File: src/rtl/frac_clk_pkg.sv
`default_nettype none
// ============================================================================
// Module  : frac_clk_pkg
// Brief   : Shared channel state encoding and ratio record for frac_clk_gen.
// Revision: 1.0 - initial release
// ============================================================================
package frac_clk_pkg;

    localparam int c_RATIO_MAX_W = 32;

    typedef enum logic [1:0] {
        ST_IDLE = 2'd0,
        ST_RUN  = 2'd1,
        ST_PEND = 2'd2
    } chState_t;

    typedef struct packed {
        logic [c_RATIO_MAX_W-1:0] num;
        logic [c_RATIO_MAX_W-1:0] den;
    } ratio_t;

    // A usable ratio is a non-zero fraction no greater than one.
    function automatic logic ratioLegal(input ratio_t r);
        return (r.num != '0) && (r.den != '0) && (r.num <= r.den);
    endfunction

endpackage
`default_nettype wire

File: src/rtl/frac_clk_ch.sv
`default_nettype none
// ============================================================================
// Module  : frac_clk_ch
// Brief   : One fractional-N channel: phase accumulator, tick/clock outputs
//           and the IDLE/RUN/PEND ratio-update state machine.
// Revision: 1.0 - initial release
// ============================================================================
module frac_clk_ch
    import frac_clk_pkg::*;
#(
    parameter int DEN_W   = 16,
    parameter int RST_NUM = 10,
    parameter int RST_DEN = 12
) (
    input  logic             clkIn,
    input  logic             reset,
    input  logic             en,
    input  logic             cfgStb,
    input  logic [DEN_W-1:0] cfgNum,
    input  logic [DEN_W-1:0] cfgDen,
    output logic             busy,
    output logic             tick,
    output logic             clkOut
);

    chState_t         r_state,   w_state;
    logic [DEN_W-1:0] r_num,     w_num;
    logic [DEN_W-1:0] r_den,     w_den;
    logic [DEN_W-1:0] r_pendNum, w_pendNum;
    logic [DEN_W-1:0] r_pendDen, w_pendDen;
    logic [DEN_W:0]   r_acc,     w_acc;
    logic             r_tick,    w_tick;
    logic             r_clkOut,  w_clkOut;
    logic             r_idleAck, w_idleAck;

    logic [DEN_W:0]   w_sum;
    logic             w_wrap;
    logic [DEN_W:0]   w_accStep;

    assign w_sum     = r_acc + {1'b0, r_num};
    assign w_wrap    = (w_sum >= {1'b0, r_den});
    assign w_accStep = w_wrap ? (w_sum - {1'b0, r_den}) : w_sum;

    always_ff @(posedge clkIn or posedge reset) begin
        if (reset) begin
            r_state   <= ST_IDLE;
            r_num     <= DEN_W'(RST_NUM);
            r_den     <= DEN_W'(RST_DEN);
            r_pendNum <= '0;
            r_pendDen <= '0;
            r_acc     <= '0;
            r_tick    <= 1'b0;
            r_clkOut  <= 1'b0;
            r_idleAck <= 1'b0;
        end else begin
            r_state   <= w_state;
            r_num     <= w_num;
            r_den     <= w_den;
            r_pendNum <= w_pendNum;
            r_pendDen <= w_pendDen;
            r_acc     <= w_acc;
            r_tick    <= w_tick;
            r_clkOut  <= w_clkOut;
            r_idleAck <= w_idleAck;
        end
    end

    always_comb begin
        w_state   = r_state;
        w_num     = r_num;
        w_den     = r_den;
        w_pendNum = r_pendNum;
        w_pendDen = r_pendDen;
        w_acc     = r_acc;
        w_tick    = 1'b0;
        w_idleAck = 1'b0;

        case (r_state)
            ST_IDLE: begin
                w_acc = '0;
                if (cfgStb) begin
                    w_num     = cfgNum;
                    w_den     = cfgDen;
                    w_idleAck = 1'b1;
                end
                if (en) begin
                    w_state = ST_RUN;
                end
            end
            ST_RUN: begin
                if (!en) begin
                    // An update landing on the disable edge is applied directly.
                    w_state = ST_IDLE;
                    w_acc   = '0;
                    if (cfgStb) begin
                        w_num     = cfgNum;
                        w_den     = cfgDen;
                        w_idleAck = 1'b1;
                    end
                end else begin
                    w_acc  = w_accStep;
                    w_tick = w_wrap;
                    if (cfgStb) begin
                        w_pendNum = cfgNum;
                        w_pendDen = cfgDen;
                        w_state   = ST_PEND;
                    end
                end
            end
            ST_PEND: begin
                if (!en) begin
                    w_num   = r_pendNum;
                    w_den   = r_pendDen;
                    w_acc   = '0;
                    w_state = ST_IDLE;
                end else begin
                    w_acc  = w_accStep;
                    w_tick = w_wrap;
                    if (w_wrap) begin
                        w_num   = r_pendNum;
                        w_den   = r_pendDen;
                        w_acc   = '0;
                        w_state = ST_RUN;
                    end
                end
            end
            default: begin
                w_state = ST_IDLE;
                w_acc   = '0;
            end
        endcase

        w_clkOut = r_clkOut ^ w_tick;
    end

    assign busy   = (r_state == ST_PEND) || r_idleAck;
    assign tick   = r_tick;
    assign clkOut = r_clkOut;

endmodule
`default_nettype wire

File: src/rtl/frac_clk_gen.sv
`default_nettype none
// ============================================================================
// Module  : frac_clk_gen
// Brief   : Multi-channel fractional clock-enable generator with a shared,
//           validated ratio-update port.
// Revision: 1.0 - initial release
// ============================================================================
module frac_clk_gen
    import frac_clk_pkg::*;
#(
    parameter  int NUM_CH   = 2,
    parameter  int DEN_W    = 16,
    parameter  int FREQ_IN  = 12,
    parameter  int FREQ_OUT = 10,
    localparam int CH_W     = (NUM_CH > 1) ? $clog2(NUM_CH) : 1
) (
    input  logic              clkIn,
    input  logic              reset,
    input  logic [NUM_CH-1:0] en,
    input  logic              cfgValid,
    output logic              cfgReady,
    input  logic [CH_W-1:0]   cfgCh,
    input  logic [DEN_W-1:0]  cfgNum,
    input  logic [DEN_W-1:0]  cfgDen,
    output logic              cfgErr,
    output logic [NUM_CH-1:0] tick,
    output logic [NUM_CH-1:0] clkOut
);

    if ((FREQ_OUT > FREQ_IN) || (FREQ_OUT == 0)) begin : g_badFreq
        $error("frac_clk_gen: FREQ_OUT must be non-zero and not exceed FREQ_IN");
    end
    if ((DEN_W < 1) || (DEN_W >= c_RATIO_MAX_W) || (NUM_CH < 1)) begin : g_badShape
        $error("frac_clk_gen: unsupported DEN_W or NUM_CH");
    end
    if (longint'(FREQ_IN) >= (64'd1 << DEN_W)) begin : g_badWidth
        $error("frac_clk_gen: FREQ_IN does not fit in DEN_W bits");
    end

    ratio_t            w_cfg;
    logic              w_chOk;
    logic              w_xfer;
    logic              w_accept;
    logic [NUM_CH-1:0] w_stb;
    logic [NUM_CH-1:0] w_busy;
    logic              r_cfgErr;

    assign w_cfg.num = c_RATIO_MAX_W'(cfgNum);
    assign w_cfg.den = c_RATIO_MAX_W'(cfgDen);
    assign w_chOk    = (32'(cfgCh) < 32'(NUM_CH));
    assign w_xfer    = cfgValid && cfgReady;
    assign w_accept  = w_xfer && w_chOk && ratioLegal(w_cfg);

    always_ff @(posedge clkIn or posedge reset) begin
        if (reset) begin
            r_cfgErr <= 1'b0;
        end else begin
            r_cfgErr <= w_xfer && !w_accept;
        end
    end

    for (genvar i = 0; i < NUM_CH; i++) begin : g_ch
        assign w_stb[i] = w_accept && (cfgCh == CH_W'(i));

        frac_clk_ch #(
            .DEN_W   (DEN_W),
            .RST_NUM (FREQ_OUT),
            .RST_DEN (FREQ_IN)
        ) u_ch (
            .clkIn  (clkIn),
            .reset  (reset),
            .en     (en[i]),
            .cfgStb (w_stb[i]),
            .cfgNum (cfgNum),
            .cfgDen (cfgDen),
            .busy   (w_busy[i]),
            .tick   (tick[i]),
            .clkOut (clkOut[i])
        );
    end

    // A single update slot is shared by all channels.
    assign cfgReady = ~|w_busy;
    assign cfgErr   = r_cfgErr;

endmodule
`default_nettype wire

File: config.mk
export PLATFORM = sky130hd
export DESIGN_NAME = frac_clk_gen
export DESIGN_NICKNAME = d
export VERILOG_FILES = /design/src/rtl/frac_clk_pkg.sv /design/src/rtl/frac_clk_ch.sv /design/src/rtl/frac_clk_gen.sv
export SDC_FILE = /design/constraint.sdc
export NUM_CORES = 1
export LEC_CHECK = 0
export BUFFER_PORTS_ARGS = -buffer_cell sky130_fd_sc_hd__buf_2
export CELL_PAD_IN_SITES_DETAIL_PLACEMENT = 1
export CELL_PAD_IN_SITES_GLOBAL_PLACEMENT = 1
export CORE_MARGIN = 2
export CORE_UTILIZATION = 50
export DETAILED_ROUTE_END_ITERATION = 16
export PLACE_DENSITY_LB_ADDON = 0.2
export SETUP_SLACK_MARGIN = 0.15
export SYNTH_ARGS = -nofsm -noshare
export SYNTH_HDL_FRONTEND = slang
export SYNTH_SLANG_ARGS = --single-unit
File: constraint.sdc
create_clock -name clkIn -period 6.5 [get_ports clkIn]
set_input_delay 0 -clock clkIn [delete_from_list [all_inputs] [get_ports clkIn]]
set_output_delay 0 -clock clkIn [all_outputs]
set_load 0.01 [all_outputs]
Word level (Yosys, flattened, before mapping)
Cells that the tools add are included.
Storage, ports and cells
  flip-flop bits (word level): 173
  input bits: 38
  logic and storage cells: 119
  output and inout port bits: 6
Operators by class
  eq/ne operators: 12
  $add $sub $neg: 4
  $lt $le $gt $ge: 3
  reduce and logical (&&, ||, !) cells: 26
  bitwise operators: 3
  mux-type cells: 52
Operators by type and width (number)
  16-bit two-way mux: 16
  16-bit case mux with 3 select lines: 4
  17-bit two-way mux: 8
  17-bit case mux with 2 select lines: 2
  32-bit nonzero test: 2
  17-bit by 16-bit adder with 17-bit output: 2
  17-bit by 16-bit greater-or-equal comparator with 1-bit output: 2
  17-bit by 16-bit subtractor with 17-bit output: 2
  2-bit two-way mux: 10
  3-bit AND reduction: 6
  16-bit <= comparator: 1
  3-bit by 2-bit inequality test with 1-bit output, second input constant: 4
  2-bit case mux with 3 select lines: 2
  1-bit two-way mux: 8
  2-bit inequality test, second input constant: 4
  1-bit logical AND: 7
  3-bit nonzero test: 2
  2-bit OR reduction: 3
  2-bit by 1-bit == test with 1-bit output, second input constant: 2
  2-bit == test, second input constant: 2
  2-bit logical NOT: 2
  1-bit case mux with 2 select lines: 2
  1-bit logical NOT: 2
  1-bit logical OR: 2
  other kinds (2): 3

Logic depth before layout (Yosys ltp)
Gate-level depths: netlist of the first run.
  depth in word-level cells: 10
  gate-level depth with buffers: 21
  depth with buffers taken out: 19

By module
Synthesis of the first run repeated with hierarchy kept, for this count alone.
Unflattened totals
  cell total of the unflattened synthesis: 1093
  area, all modules: 11053.1 µm²
Modules (own cells, without submodules)
  frac_clk_ch at g_ch[1].u_ch: sequential area each 2157.1 µm², times used 1, cells each 502, area an instance 5330.1 µm²
  frac_clk_ch at g_ch[0].u_ch: sequential area each 2157.1 µm², times used 1, cells each 511, area an instance 5147.4 µm²
  frac_clk_gen: sequential area each 25.0 µm², times used 1, cells each 80, area an instance 575.6 µm²

Worst setup path before layout of the first run
No wires, ideal clock.
  kind: register to register
  from: register g_ch[0].u_ch.r_num[0]
  to: register g_ch[0].u_ch.r_num[10]
  library setup time: 125 ps
  clock period less this slack: 4165 ps
  required time: 6375 ps
  buffers on the path: 1
  stages on the path, launching flop included: 21
  setup slack: 2335 ps
  arrival time: 4039 ps
  path through: dfrtp_1 > ha_1 > inv_1 > fa_1 > nor2b_1 > o31ai_2 > a21oi_1 > a21o_1 > a211oi_1 > nor3_1 > ha_1 > a21o_1 > a21o_1 > a21o_1 > a211oi_1 > nor2_1 > a211o_1 > a21oi_4 > a221oi_4 > buf_6 > mux2_4
On the way
  cells in the longest elaborated chain, start to end: 4
Ends and longest elaborated chain
  from (decl): RTL line frac_clk_ch.sv:27  | logic [DEN_W-1:0] r_num, w_num;
  from (signal assigned): RTL line frac_clk_ch.sv:47  | r_num <= DEN_W'(RST_NUM);
  from (signal assigned): RTL line frac_clk_ch.sv:57  | r_num <= w_num;
  17-bit by 16-bit adder with 17-bit output: RTL line frac_clk_ch.sv:40  | assign w_sum = r_acc + {1'b0, r_num};
  17-bit by 16-bit greater-or-equal comparator with 1-bit output: RTL line frac_clk_ch.sv:41  | assign w_wrap = (w_sum >= {1'b0, r_den});
  3-bit by 2-bit inequality test with 1-bit output (no source line)
  3-bit AND reduction (no source line)
Every way passes these cells.
A chain may end at the register's enable or synchronous reset.

Final worst setup path of the first run
  from: register g_ch[1].u_ch.r_num[1]
  to: register g_ch[1].u_ch.r_den[1]
On the way
  cells in the longest elaborated chain, start to end: 4
Ends and longest elaborated chain
  from (decl): RTL line frac_clk_ch.sv:27
  from (signal assigned): RTL line frac_clk_ch.sv:47
  from (signal assigned): RTL line frac_clk_ch.sv:57
  17-bit by 16-bit adder with 17-bit output: RTL line frac_clk_ch.sv:40
  17-bit by 16-bit greater-or-equal comparator with 1-bit output: RTL line frac_clk_ch.sv:41
  3-bit by 2-bit inequality test with 1-bit output (no source line)
  3-bit AND reduction (no source line)
  to (signal assigned): RTL line frac_clk_ch.sv:48  | r_den <= DEN_W'(RST_DEN);
  to (signal assigned): RTL line frac_clk_ch.sv:58  | r_den <= w_den;
  to (decl): RTL line frac_clk_ch.sv:28  | logic [DEN_W-1:0] r_den, w_den;
Every way passes these cells.

==> results.sh, run 1 <==
export IMPL_synth_most_common_cell="dfrtp_1"
export IMPL_power_leakage_uw=0.00586
export IMPL_reg2reg_depth=17
export IMPL_gp_congestion=0.828
export IMPL_worst_endpoint_arrival_ns=5.32
export IMPL_fp_dieH_um=153
export IMPL_finalHoldViolations=0
export IMPL_core_area_mm2=0.0218
export IMPL_routed_wl_um=29400
export IMPL_hpwl_um=20700
export IMPL_post_route_drc_count=0
export IMPL_syn_inst=1098
export IMPL_cp_num_cells=17
export IMPL_max_freq_mhz=198
export IMPL_antenna_found_initial=1
export IMPL_post_dp_cell_area_mm2=0.0115
export IMPL_ant_nets=0
export IMPL_cts_buffers=17
export IMPL_routed_top_layer="met4"
export IMPL_ys_flop_type="dfrtp_1"
export IMPL_finalWorstSetupSlack_ns=1.45
export IMPL_synth_nets=1228
export IMPL_async_flop_share_pct=100
export IMPL_wire_per_inst_um=20.2
export IMPL_syn_area_mm2=0.0111
export IMPL_status="complete, no violations"
export IMPL_root_buffer="clkbuf_16"
export IMPL_skew_ns=0.0127
export IMPL_die_area_mm2=0.0234
export IMPL_stdcell_area_mm2=0.0125
export IMPL_synth_edf_count=0
export IMPL_portBuffers=43
export IMPL_filler_cell_count=2402
export IMPL_clkSinkCount=173
export IMPL_clock_latency_ns=0.43
export IMPL_die_w_um=153
export IMPL_rows=54
export IMPL_final_seq_area_mm2=0.00434
export IMPL_firstDrtPassIters=4
export IMPL_max_stage_delay_ns=0.54
export IMPL_crit_top_cell="o21ai_0"
export IMPL_cp_buffers_inverters=1
export IMPL_end_kind="flip-flop"
export IMPL_cts_tree="built"
export IMPL_finalSetupTns_ns=0
export IMPL_path_clk_slew_ns=0.08
export IMPL_slew_headroom_pct=35.6
export IMPL_htree_num_levels=4
export IMPL_yosysWarnings=0
export IMPL_synth_top_area_cell="dfrtp_1"
export IMPL_ys_seq_elements=173
export IMPL_yosys_top_cells_count="dfrtp_1 (165), nand2_1 (94), ha_1 (88)"
export IMPL_grt_pass1_vias=9119
export IMPL_globalRouteTotalUtil_pct=25.6
export IMPL_min_period_over_period_pct=77.6
export IMPL_drive_gt1_share_pct=17.6
export IMPL_powerDensity_mw_per_mm2=620
export IMPL_rsz0062_at_grt="false"
export IMPL_initial_core_util_pct=50.9
export IMPL_wl_met2_um=14600
export IMPL_path_cells="ha_1 > a21o_1 > a21oi_1 > o21ai_0 > nand2_1 > o21ai_0 > o221ai_1 > mux2_2 > or2_2 > ha_1 > nand4_1 > nor3_1 > a21oi_1 > a41oi_1 > o21ai_4 > buf_4 > o21ai_0"
export IMPL_utilization_pct=57.2
export IMPL_grt_max_degree=100
export IMPL_ys_types=69
export IMPL_synth_area_per_cell_um2=10.1
export IMPL_avgViaCountPerCell=5.78
export IMPL_start_kind="flip-flop"
export IMPL_path_class="reg -> reg"
export IMPL_vdd_drop_max_uv=469
export IMPL_critical_path_required_ns=6.77
export IMPL_synth_area_leaders="dfrtp_1 (37%), ha_1 (9.9%), mux2_2 (8.4%)"
export IMPL_drtIter0Drc=325
export IMPL_area_growth_pct=12.5
export IMPL_synth_top_area_share_pct=37.2
export IMPL_vias=8442
export IMPL_worst_pin_slew_ns=0.965
export IMPL_overflow=0
export IMPL_drv_cap=0
export IMPL_num_io_pins=44
export IMPL_grt_pass1_wl_um=48100
export IMPL_cts_max_path_buffers=2
export IMPL_cts_setup_buffers=0
export IMPL_finalSetupViolCount=0
export IMPL_reg2reg_slack_ns=1.45
export IMPL_ys_seq_area_share_pct=39.1
export IMPL_cp_slowest_cell="dfstp_2"
export IMPL_slew_viol_final=0
export IMPL_multiInputGateArea_mm2=0.00627
export IMPL_p_total_uw=7750
export IMPL_layout_min_cycle_time_ns=5.05
export IMPL_hp_class="in -> async"
export IMPL_fin_nets=1296
export IMPL_met3_length_um=687
export IMPL_dp_slack_ns=1.45
export IMPL_met1_length_um=13100
export IMPL_crit_family="compound AO/OA/AOI/OAI gates"
export IMPL_cp_max_fo=64
[power by group]
group / total, uW / internal [uW] / switching [uW]
clock network: 1000 / 512 / 491
logic: 4910 / 2110 / 2800
registers: 1830 / 1560 / 272
total: 7750 / 4180 / 3560
[sequential cells by signal (all words and copies together) (netlist names)]
signal and cells:
g_ch.u_ch.clkOut 2, g_ch.u_ch.r_den 32, g_ch.u_ch.r_idleAck 2, g_ch.u_ch.r_acc 34, g_ch.u_ch.tick 2, g_ch.u_ch.r_pendNum 32
g_ch.u_ch.r_pendDen 32, g_ch.u_ch.r_state 4, cfgErr 1, g_ch.u_ch.r_num 32
[worst paths after layout]
kind / end / start
hold reg to reg: g_ch[0].u_ch.clkOut / g_ch[0].u_ch.clkOut
setup / recovery: g_ch[1].u_ch.r_den[1] / g_ch[1].u_ch.r_num[1]
min in group clkIn: cfgErr / cfgValid
max in group asynchronous: g_ch[0].u_ch.r_pendNum[1] / reset
hold / removal: g_ch[1].u_ch.r_acc[16] / reset
setup reg to reg: g_ch[1].u_ch.r_den[1] / g_ch[1].u_ch.r_num[1]
[logic make-up after synthesis]
| family | Yosys count | share of synthesized area (%) |
|---|---|---|
| flip-flops | 173 | 39.1 |
| XOR/XNOR | 47 | 3.71 |
| adder cells (fa/ha/maj) | 92 | 10.6 |
| buffers and inverters | 119 | 4.53 |
| AO/OA/AOI/OAI | 240 | 14.0 |
| multiplexers | 173 | 17.2 |
| AND/OR/NAND/NOR | 254 | 10.8 |
[worst min-delay path, delay by kind of cell]
kind	cells	cell delay, ns
buffers and inverters	3	1.25
[cell usage in the layout, fill, tap and decap left out, types with 5 or more instances in the layout]
| cell | Yosys | final |
|---|---|---|
| dfrtp_1 | 165 | 165 |
| nand2_1 | 94 | 94 |
| ha_1 | 88 | 86 |
| mux2_2 | 83 | 83 |
| inv_1 | 80 | 79 |
| mux2i_1 | 76 | 76 |
| a21oi_1 | 73 | 73 |
| nor2_1 | 60 | 60 |
| o21ai_0 | 57 | 57 |
| buf_2 | 18 | 43 |
| dlygate4sd3_1 | 0 | 37 |
| xnor2_1 | 34 | 34 |
| a21o_1 | 24 | 24 |
| nand3_1 | 18 | 18 |
| clkbuf_16 | 0 | 17 |
| o21a_1 | 15 | 15 |
| mux2_4 | 14 | 14 |
| nor4_1 | 13 | 13 |
| xor2_1 | 13 | 13 |
| nor2b_1 | 12 | 12 |
| nor3_1 | 12 | 12 |
| a211oi_1 | 11 | 11 |
| nand2b_1 | 10 | 10 |
| nand4_1 | 9 | 9 |
| o211ai_1 | 9 | 9 |
| a31oi_1 | 9 | 9 |
| and3_1 | 8 | 8 |
| dfstp_2 | 8 | 8 |
| buf_4 | 5 | 8 |
| o21bai_1 | 6 | 6 |
| inv_6 | 0 | 6 |
| and2_1 | 5 | 5 |
[metal layers]
layer,global-route usage [%],up-vias
met5,0,-
met4,11.7,0
met3,3.32,56
met2,44.1,122
met1,32.2,4237
li1,-,4027
[per-stage QoR]
stage,std cells,hold WS (ns)
2_1_floorplan,1098,0.152
3_3_place_gp,1390,0.267
3_5_place_dp,1390,0.274
4_1_cts,1459,0.358
5_1_grt,1460,0.363
6_report,1460,0.266
[cell type report]
cell class,count,share of cell area (%)
multi-input cells,806,50.2
repair buffers,88,5.17
flip-flops and latches,173,34.7
clock buffers,17,3.41
inverters,80,2.44
clock inverters,15,1.20
diodes,1,0.0200
well taps,280,2.81
[repair_timing]
item / 4_1_cts / 5_1_grt
hold buffers: 37 / 0
resized for setup: 0 / 0
hold endpoints to repair: 188 / 0
No activity file was read; power rests on OpenSTA's default activity.
==> run 2: changes to the inputs <==
==> constraint.sdc (replaced) <==
create_clock -name clkIn -period 5.1 [get_ports clkIn]
set_input_delay 0 -clock clkIn [delete_from_list [all_inputs] [get_ports clkIn]]
set_output_delay 0 -clock clkIn [all_outputs]
set_load 0.01 [all_outputs]
==> run 2 against run 1 <==
Clock skew fell by 0.00098 ns. Non-clock buffer count rose by 2. Critical path depth fell by 1. Cell count barely moved. Largest cell class unchanged. Combinational power rose by 30%. Clock power rose by 30%. Hold slack got worse by 0.040 ns. Die area did not move.
==> results.sh, run 2 (synthesis results as in run 1) <==
export IMPL_largest_reg_flops=34
export IMPL_clkSinkCount=173
export IMPL_gp_congestion=0.857
export IMPL_antenna_found_initial=0
export IMPL_portBuffers=43
export IMPL_filler_cell_count=2381
export IMPL_ant_nets=0
export IMPL_hpwl_um=20900
export IMPL_die_w_um=153
export IMPL_core_area_mm2=0.0218
export IMPL_grt_pass1_wl_um=48700
export IMPL_finalHoldViolations=0
export IMPL_regMostFlops="g_ch.u_ch.r_acc"
export IMPL_power_leakage_uw=0.00589
export IMPL_fp_dieH_um=153
export IMPL_globalRouteTotalUtil_pct=26.1
export IMPL_cts_tree="built"
export IMPL_initial_core_util_pct=50.9
export IMPL_layout_min_cycle_time_ns=4.58
export IMPL_avgViaCountPerCell=5.78
export IMPL_die_area_mm2=0.0234
export IMPL_finalSetupTns_ns=0
export IMPL_met1_length_um=13500
export IMPL_root_buffer="clkbuf_16"
export IMPL_reg2reg_depth=16
export IMPL_slew_viol_final=0
export IMPL_fin_nets=1298
export IMPL_antenna_cells=0
export IMPL_htree_num_levels=4
export IMPL_cts_buffers=17
export IMPL_p_total_uw=10000
export IMPL_area_growth_pct=13.0
export IMPL_final_seq_area_mm2=0.00434
export IMPL_firstDrtPassIters=4
export IMPL_reg2reg_from="g_ch[0].u_ch.r_num[1]"
export IMPL_finalSetupViolCount=0
export IMPL_routed_wl_um=29900
export IMPL_rows=54
export IMPL_overflow=0
export IMPL_cts_setup_buffers=0
export IMPL_grt_pass1_vias=9036
export IMPL_num_io_pins=44
export IMPL_cp_max_fo=32
export IMPL_worst_endpoint_arrival_ns=4.90
export IMPL_path_class="reg -> reg"
export IMPL_reg2reg_slack_ns=0.52
export IMPL_wl_met2_um=15100
export IMPL_hold_slack_ns=0.226
export IMPL_layout_common_cells="dfrtp_1 (165), nand2_1 (94), ha_1 (86), mux2_2 (83), inv_1 (79)"
export IMPL_start_kind="flip-flop"
export IMPL_status="complete, no violations"
export IMPL_clock_latency_ns=0.44
export IMPL_vdd_drop_max_uv=489
export IMPL_post_route_drc_count=0
export IMPL_end_kind="flip-flop"
export IMPL_grt_max_degree=78
export IMPL_final_common_cell="dfrtp_1"
export IMPL_worst_pin_slew_ns=1.06
export IMPL_multiInputGateArea_mm2=0.00628
export IMPL_cp_startpoint="g_ch[0].u_ch.r_num[1]"
export IMPL_path_clk_slew_ns=0.08
export IMPL_wire_per_inst_um=20.4
export IMPL_skew_ns=0.0117
export IMPL_rsz0062_at_grt="false"
export IMPL_slew_headroom_pct=29.5
export IMPL_drtIter0Drc=372
export IMPL_max_freq_mhz=218
export IMPL_min_period_over_period_pct=89.8
export IMPL_drive_gt1_share_pct=18.0
export IMPL_vias=8438
export IMPL_critical_path_required_ns=5.42
export IMPL_drv_cap=0
export IMPL_met3_length_um=494
export IMPL_powerDensity_mw_per_mm2=801
export IMPL_hp_class="in -> async"
export IMPL_routed_top_layer="met4"
export IMPL_cts_max_path_buffers=2
[run 2: changes by cell type in the layout (fill, tap and decap cells not counted), moves of 2 or more]
cell      previous run  this run
inv_6                6         8
clkinv_4             4         1
clkinv_8             2         0
inv_8                3         6
buf_12               0         2
[run 2: layout make-up]
cell class	instances	share of cell area [%]
Clock buffer	18	3.50
Timing Repair Buffer	90	5.47
Multi-Input combinational cell	806	50.1
Tap cell	280	2.79
Clock inverter	14	1.10
Inverter	80	2.43
Sequential cell	173	34.6
[run 2: path summary, 6_finish.rpt]
kind                                           to
setup reg to reg           g_ch[0].u_ch.r_num[15]
max in group asynchronous   g_ch[0].u_ch.r_acc[9]
min in group clkIn                         cfgErr
hold reg to reg               g_ch[1].u_ch.clkOut
setup / recovery           g_ch[0].u_ch.r_num[15]
hold / removal             g_ch[1].u_ch.r_acc[12]
[run 2: metrics by stage]
| step | instance area [um^2] | util [%] | std cells | setup slack [ns] |
|---|---|---|---|---|
| global placement | 11600 | 53.1 | 1392 | 0.500 |
| global route | 12500 | 57.5 | 1461 | 0.200 |
| floorplan | 11100 | - | 1098 | 0.425 |
| finish | 12500 | 57.5 | 1461 | 0.522 |
| detailed placement | 11600 | 53.1 | 1392 | 0.339 |
| CTS | 12500 | 57.4 | 1461 | 0.309 |
[run 2: repair_timing]
action | 4_1_cts | 5_1_grt
hold endpoints to repair | 169 | 0
gates resized for setup | 0 | 3
setup endpoints to repair | 0 | 38
hold buffers | 37 | 0
[run 2: power breakdown]
part,leakage [uW],switching [uW],internal [uW]
combinational,0.00342,3650,2740
clock,0.000289,633,670
sequential,0.00218,358,1990
total,0.00589,4640,5400
[run 2: routing by layer]
| layer | vias to the layer above | track usage, % |
|---|---|---|
| met1 | 4251 | 33.9 |
| met3 | 43 | 3.06 |
| met5 | - | 0 |
| met4 | 0 | 8.91 |
| met2 | 99 | 45.4 |
| li1 | 4045 | - |
[run 2: worst max-delay path: stages, from the launching register on]
cell,delay (ns)
dfstp_2,0.54
ha_1,0.24
a211oi_1,0.32
o21ai_0,0.22
a41oi_1,0.36
a21oi_1,0.15
a41o_1,0.30
o41ai_2,0.26
xnor2_1,0.16
ha_1,0.37
nand4_1,0.13
nor2b_1,0.18
a211o_1,0.23
a21oi_4,0.06
a221oi_4,0.30
buf_12,0.27
mux2_2,0.38
==> run 3: changes to the inputs <==
--- a/config.mk
+++ b/config.mk
@@ -9,10 +9,11 @@
 export CELL_PAD_IN_SITES_DETAIL_PLACEMENT = 1
 export CELL_PAD_IN_SITES_GLOBAL_PLACEMENT = 1
 export CORE_MARGIN = 2
-export CORE_UTILIZATION = 50
+export CORE_UTILIZATION = 54
 export DETAILED_ROUTE_END_ITERATION = 16
 export PLACE_DENSITY_LB_ADDON = 0.2
 export SETUP_SLACK_MARGIN = 0.15
 export SYNTH_ARGS = -nofsm -noshare
 export SYNTH_HDL_FRONTEND = slang
+export SYNTH_HIERARCHICAL = 1
 export SYNTH_SLANG_ARGS = --single-unit
==> constraint.sdc (replaced) <==
create_clock -name clkIn -period 5.8 [get_ports clkIn]
set_input_delay 0 -clock clkIn [delete_from_list [all_inputs] [get_ports clkIn]]
set_output_delay 0 -clock clkIn [all_outputs]
set_load 0.01 [all_outputs]
==> run 3 against run 2 <==
Maximum frequency down 14%. Area after synthesis down 0.43%. Worst setup slack got worse by 0.023 ns. Routed wire length increased by 22%. Global-route usage increased by 8.6 points. Sequential share of layout area barely moved. Cell count decreased by 0.55%. Cell area barely moved. Synthesized cell count decreased by 0.46%. Critical path depth grew 3. Core utilization rose by 4.7 points. Largest cell class unchanged.
==> results.sh, run 3 <==
export IMPL_num_io_pins=44
export IMPL_synth_nets=1223
export IMPL_fp_dieH_um=147
export IMPL_firstDrtPassIters=5
export IMPL_vias=9181
export IMPL_reg2reg_to="g_ch[0].u_ch/r_num[3]"
export IMPL_synth_area_per_cell_um2=10.1
export IMPL_grt_pass1_vias=10100
export IMPL_yosys_area_share_simple_pct=11.0
export IMPL_die_w_um=147
export IMPL_synth_edf_count=0
export IMPL_hpwl_um=21900
export IMPL_clkSinkCount=173
export IMPL_portBuffers=43
export IMPL_clock_latency_ns=0.44
export IMPL_path_clk_slew_ns=0.07
export IMPL_skew_ns=0.0155
export IMPL_finalWorstSetupSlack_ns=0.498
export IMPL_path_class="reg -> reg"
export IMPL_htree_num_levels=4
export IMPL_muxShareOfSynthArea_pct=16.7
export IMPL_slew_headroom_pct=26.7
export IMPL_finalSetupTns_ns=0
export IMPL_top_usage_layer="met2"
export IMPL_finalSetupViolCount=0
export IMPL_fin_nets=1298
export IMPL_antenna_found_initial=2
export IMPL_reg2reg_from="g_ch[0].u_ch/r_num[0]"
export IMPL_root_buffer="clkbuf_16"
export IMPL_filler_cell_count=2212
export IMPL_globalRouteTotalUtil_pct=34.7
export IMPL_ys_seq_elements=173
export IMPL_max_freq_mhz=189
export IMPL_routed_wl_um=36500
export IMPL_core_area_mm2=0.0202
export IMPL_avgViaCountPerCell=6.32
export IMPL_reg2reg_slack_ns=0.50
export IMPL_final_common_cell="dfrtp_1"
export IMPL_status="complete, no violations"
export IMPL_cts_buffers=17
export IMPL_worst_endpoint_arrival_ns=5.64
export IMPL_synthAdderAreaFrac_pct=10.7
export IMPL_syn_inst=1093
export IMPL_rows=52
export IMPL_synth_top_area_cell="dfrtp_1"
export IMPL_regMostFlops="g_ch.u_ch/r_acc"
export IMPL_cts_setup_buffers=0
export IMPL_synth_xor_area_share_pct=3.41
export IMPL_initial_core_util_pct=54.8
export IMPL_drv_cap=0
export IMPL_hold_slack_ns=0.00770
export IMPL_largest_reg_flops=34
export IMPL_synth_top_area_share_pct=37.4
export IMPL_die_area_mm2=0.0216
export IMPL_area_growth_pct=13.4
export IMPL_rsz0062_at_grt="false"
export IMPL_cp_startpoint="g_ch[0].u_ch/r_num[0]"
export IMPL_cts_max_path_buffers=2
export IMPL_layout_common_cells="dfrtp_1 (165), a21oi_1 (101), ha_1 (86), nor2_1 (83), mux2_2 (82)"
export IMPL_gp_congestion=0.856
export IMPL_ys_seq_area_share_pct=39.3
export IMPL_met2_usage_pct=60.5
export IMPL_yosysWarnings=6
export IMPL_slew_viol_final=0
export IMPL_critical_path_required_ns=6.14
export IMPL_cts_tree="built"
export IMPL_start_kind="flip-flop"
export IMPL_min_period_over_period_pct=91.4
export IMPL_cp_max_fo=64
export IMPL_worst_pin_slew_ns=1.10
export IMPL_finalHoldViolations=0
export IMPL_wire_per_inst_um=25.1
export IMPL_ys_types=71
export IMPL_end_kind="flip-flop"
export IMPL_met1_usage_pct=42.8
export IMPL_ant_nets=0
export IMPL_layout_min_cycle_time_ns=5.30
export IMPL_ys_flop_type="dfrtp_1"
export IMPL_reg2reg_depth=19
export IMPL_synth_area_leaders="dfrtp_1 (37%), ha_1 (10%), mux2_2 (8.4%)"
export IMPL_drtIter0Drc=577
export IMPL_grt_util_met3_pct=4.94
export IMPL_synth_top_family_by_area="multiplexers"
export IMPL_syn_area_mm2=0.0111
export IMPL_hp_class="in -> async"
export IMPL_async_flop_share_pct=100
export IMPL_yosys_top_cells_count="dfrtp_1 (165), a21oi_1 (101), ha_1 (88)"
export IMPL_synth_compound_area_share_pct=14.8
export IMPL_dp_slack_ns=0.776
export IMPL_post_route_drc_count=0
export IMPL_grt_pass1_wl_um=58300
export IMPL_synth_most_common_cell="dfrtp_1"
export IMPL_drive_gt1_share_pct=16.9
export IMPL_grt_max_degree=87
export IMPL_overflow=0
## run 3: cell families (layout without fill, tap and decap cells)
logic type / count (synthesis) / after routing
AOI/OAI and AO/OA: 253 / 253
xor gates and xnor gates: 43 / 43
adders and majority gates: 92 / 92
buffers and inverters: 116 / 204
DFF: 173 / 173
muxes: 172 / 172
other: 0 / 2
and+or+nand+nor: 244 / 244
## run 3: stage by stage
stage / util [%] / std cells / area (um^2)
2_1_floorplan: - / 1093 / 11100
3_3_place_gp: 57.4 / 1383 / 11600
3_5_place_dp: 57.4 / 1383 / 11600
4_1_cts: 62.1 / 1451 / 12500
5_1_grt: 62.2 / 1453 / 12500
6_report: 62.2 / 1453 / 12500
## run 3: timing repair
action,4_1_cts,5_1_grt
hold buffers,36,0
resized for setup,0,0
endpoints found under the hold margin,126,0
## run 3: final cells by class
| cell class | count | area, um^2 | area share (%) |
|---|---|---|---|
| Multi-Input combinational cell | 804 | 6280 | 50.1 |
| Sequential cell | 173 | 4340 | 34.6 |
| Timing Repair Buffer | 91 | 678 | 5.41 |
| Clock buffer | 21 | 460 | 3.67 |
| Tap cell | 270 | 338 | 2.69 |
| Inverter | 81 | 307 | 2.45 |
| Clock inverter | 11 | 133 | 1.06 |
| Antenna cell | 2 | 5.00 | 0.0399 |
## run 3: worst max-delay path by stage
stage	end	slack (ns)
floorplan	g_ch[0].u_ch/r_den[2]	1.56
global placement	g_ch[1].u_ch/r_num[5]	0.87
detailed placement	g_ch[0].u_ch/r_acc[1]	0.78
CTS	g_ch[0].u_ch/r_acc[1]	0.70
global route	g_ch[0].u_ch/r_num[3]	0.29
finish	g_ch[0].u_ch/r_num[3]	0.50
## run 3: layer usage
| layer | up-vias | wire [um] | part of all wire [%] |
|---|---|---|---|
| li1 | 4079 | - | - |
| met1 | 4704 | 14800 | 40 |
| met2 | 284 | 18600 | 51 |
| met3 | 114 | 1550 | 4.2 |
| met4 | 0 | 1660 | 4.5 |
| met5 | - | 0 | 0 |
## run 3: worst max-delay path: stages (launching register included)
cell	delay [ns]
dfrtp_1	0.39
ha_1	0.25
inv_1	0.10
fa_1	0.25
nand2b_1	0.19
a21oi_1	0.14
nor4b_2	0.53
o21ai_0	0.24
nor2_1	0.20
o21bai_1	0.11
xor2_1	0.16
ha_1	0.38
and3_1	0.26
nand2_1	0.10
nor4_1	0.51
a2111oi_4	0.17
a31oi_4	0.21
buf_4	0.53
nor2_1	0.17
a21oi_1	0.26
Power of run 3 is left out: the tool's default activity adds up to more than one toggle a clock period on the data nets, which glitch-free logic cannot reach.
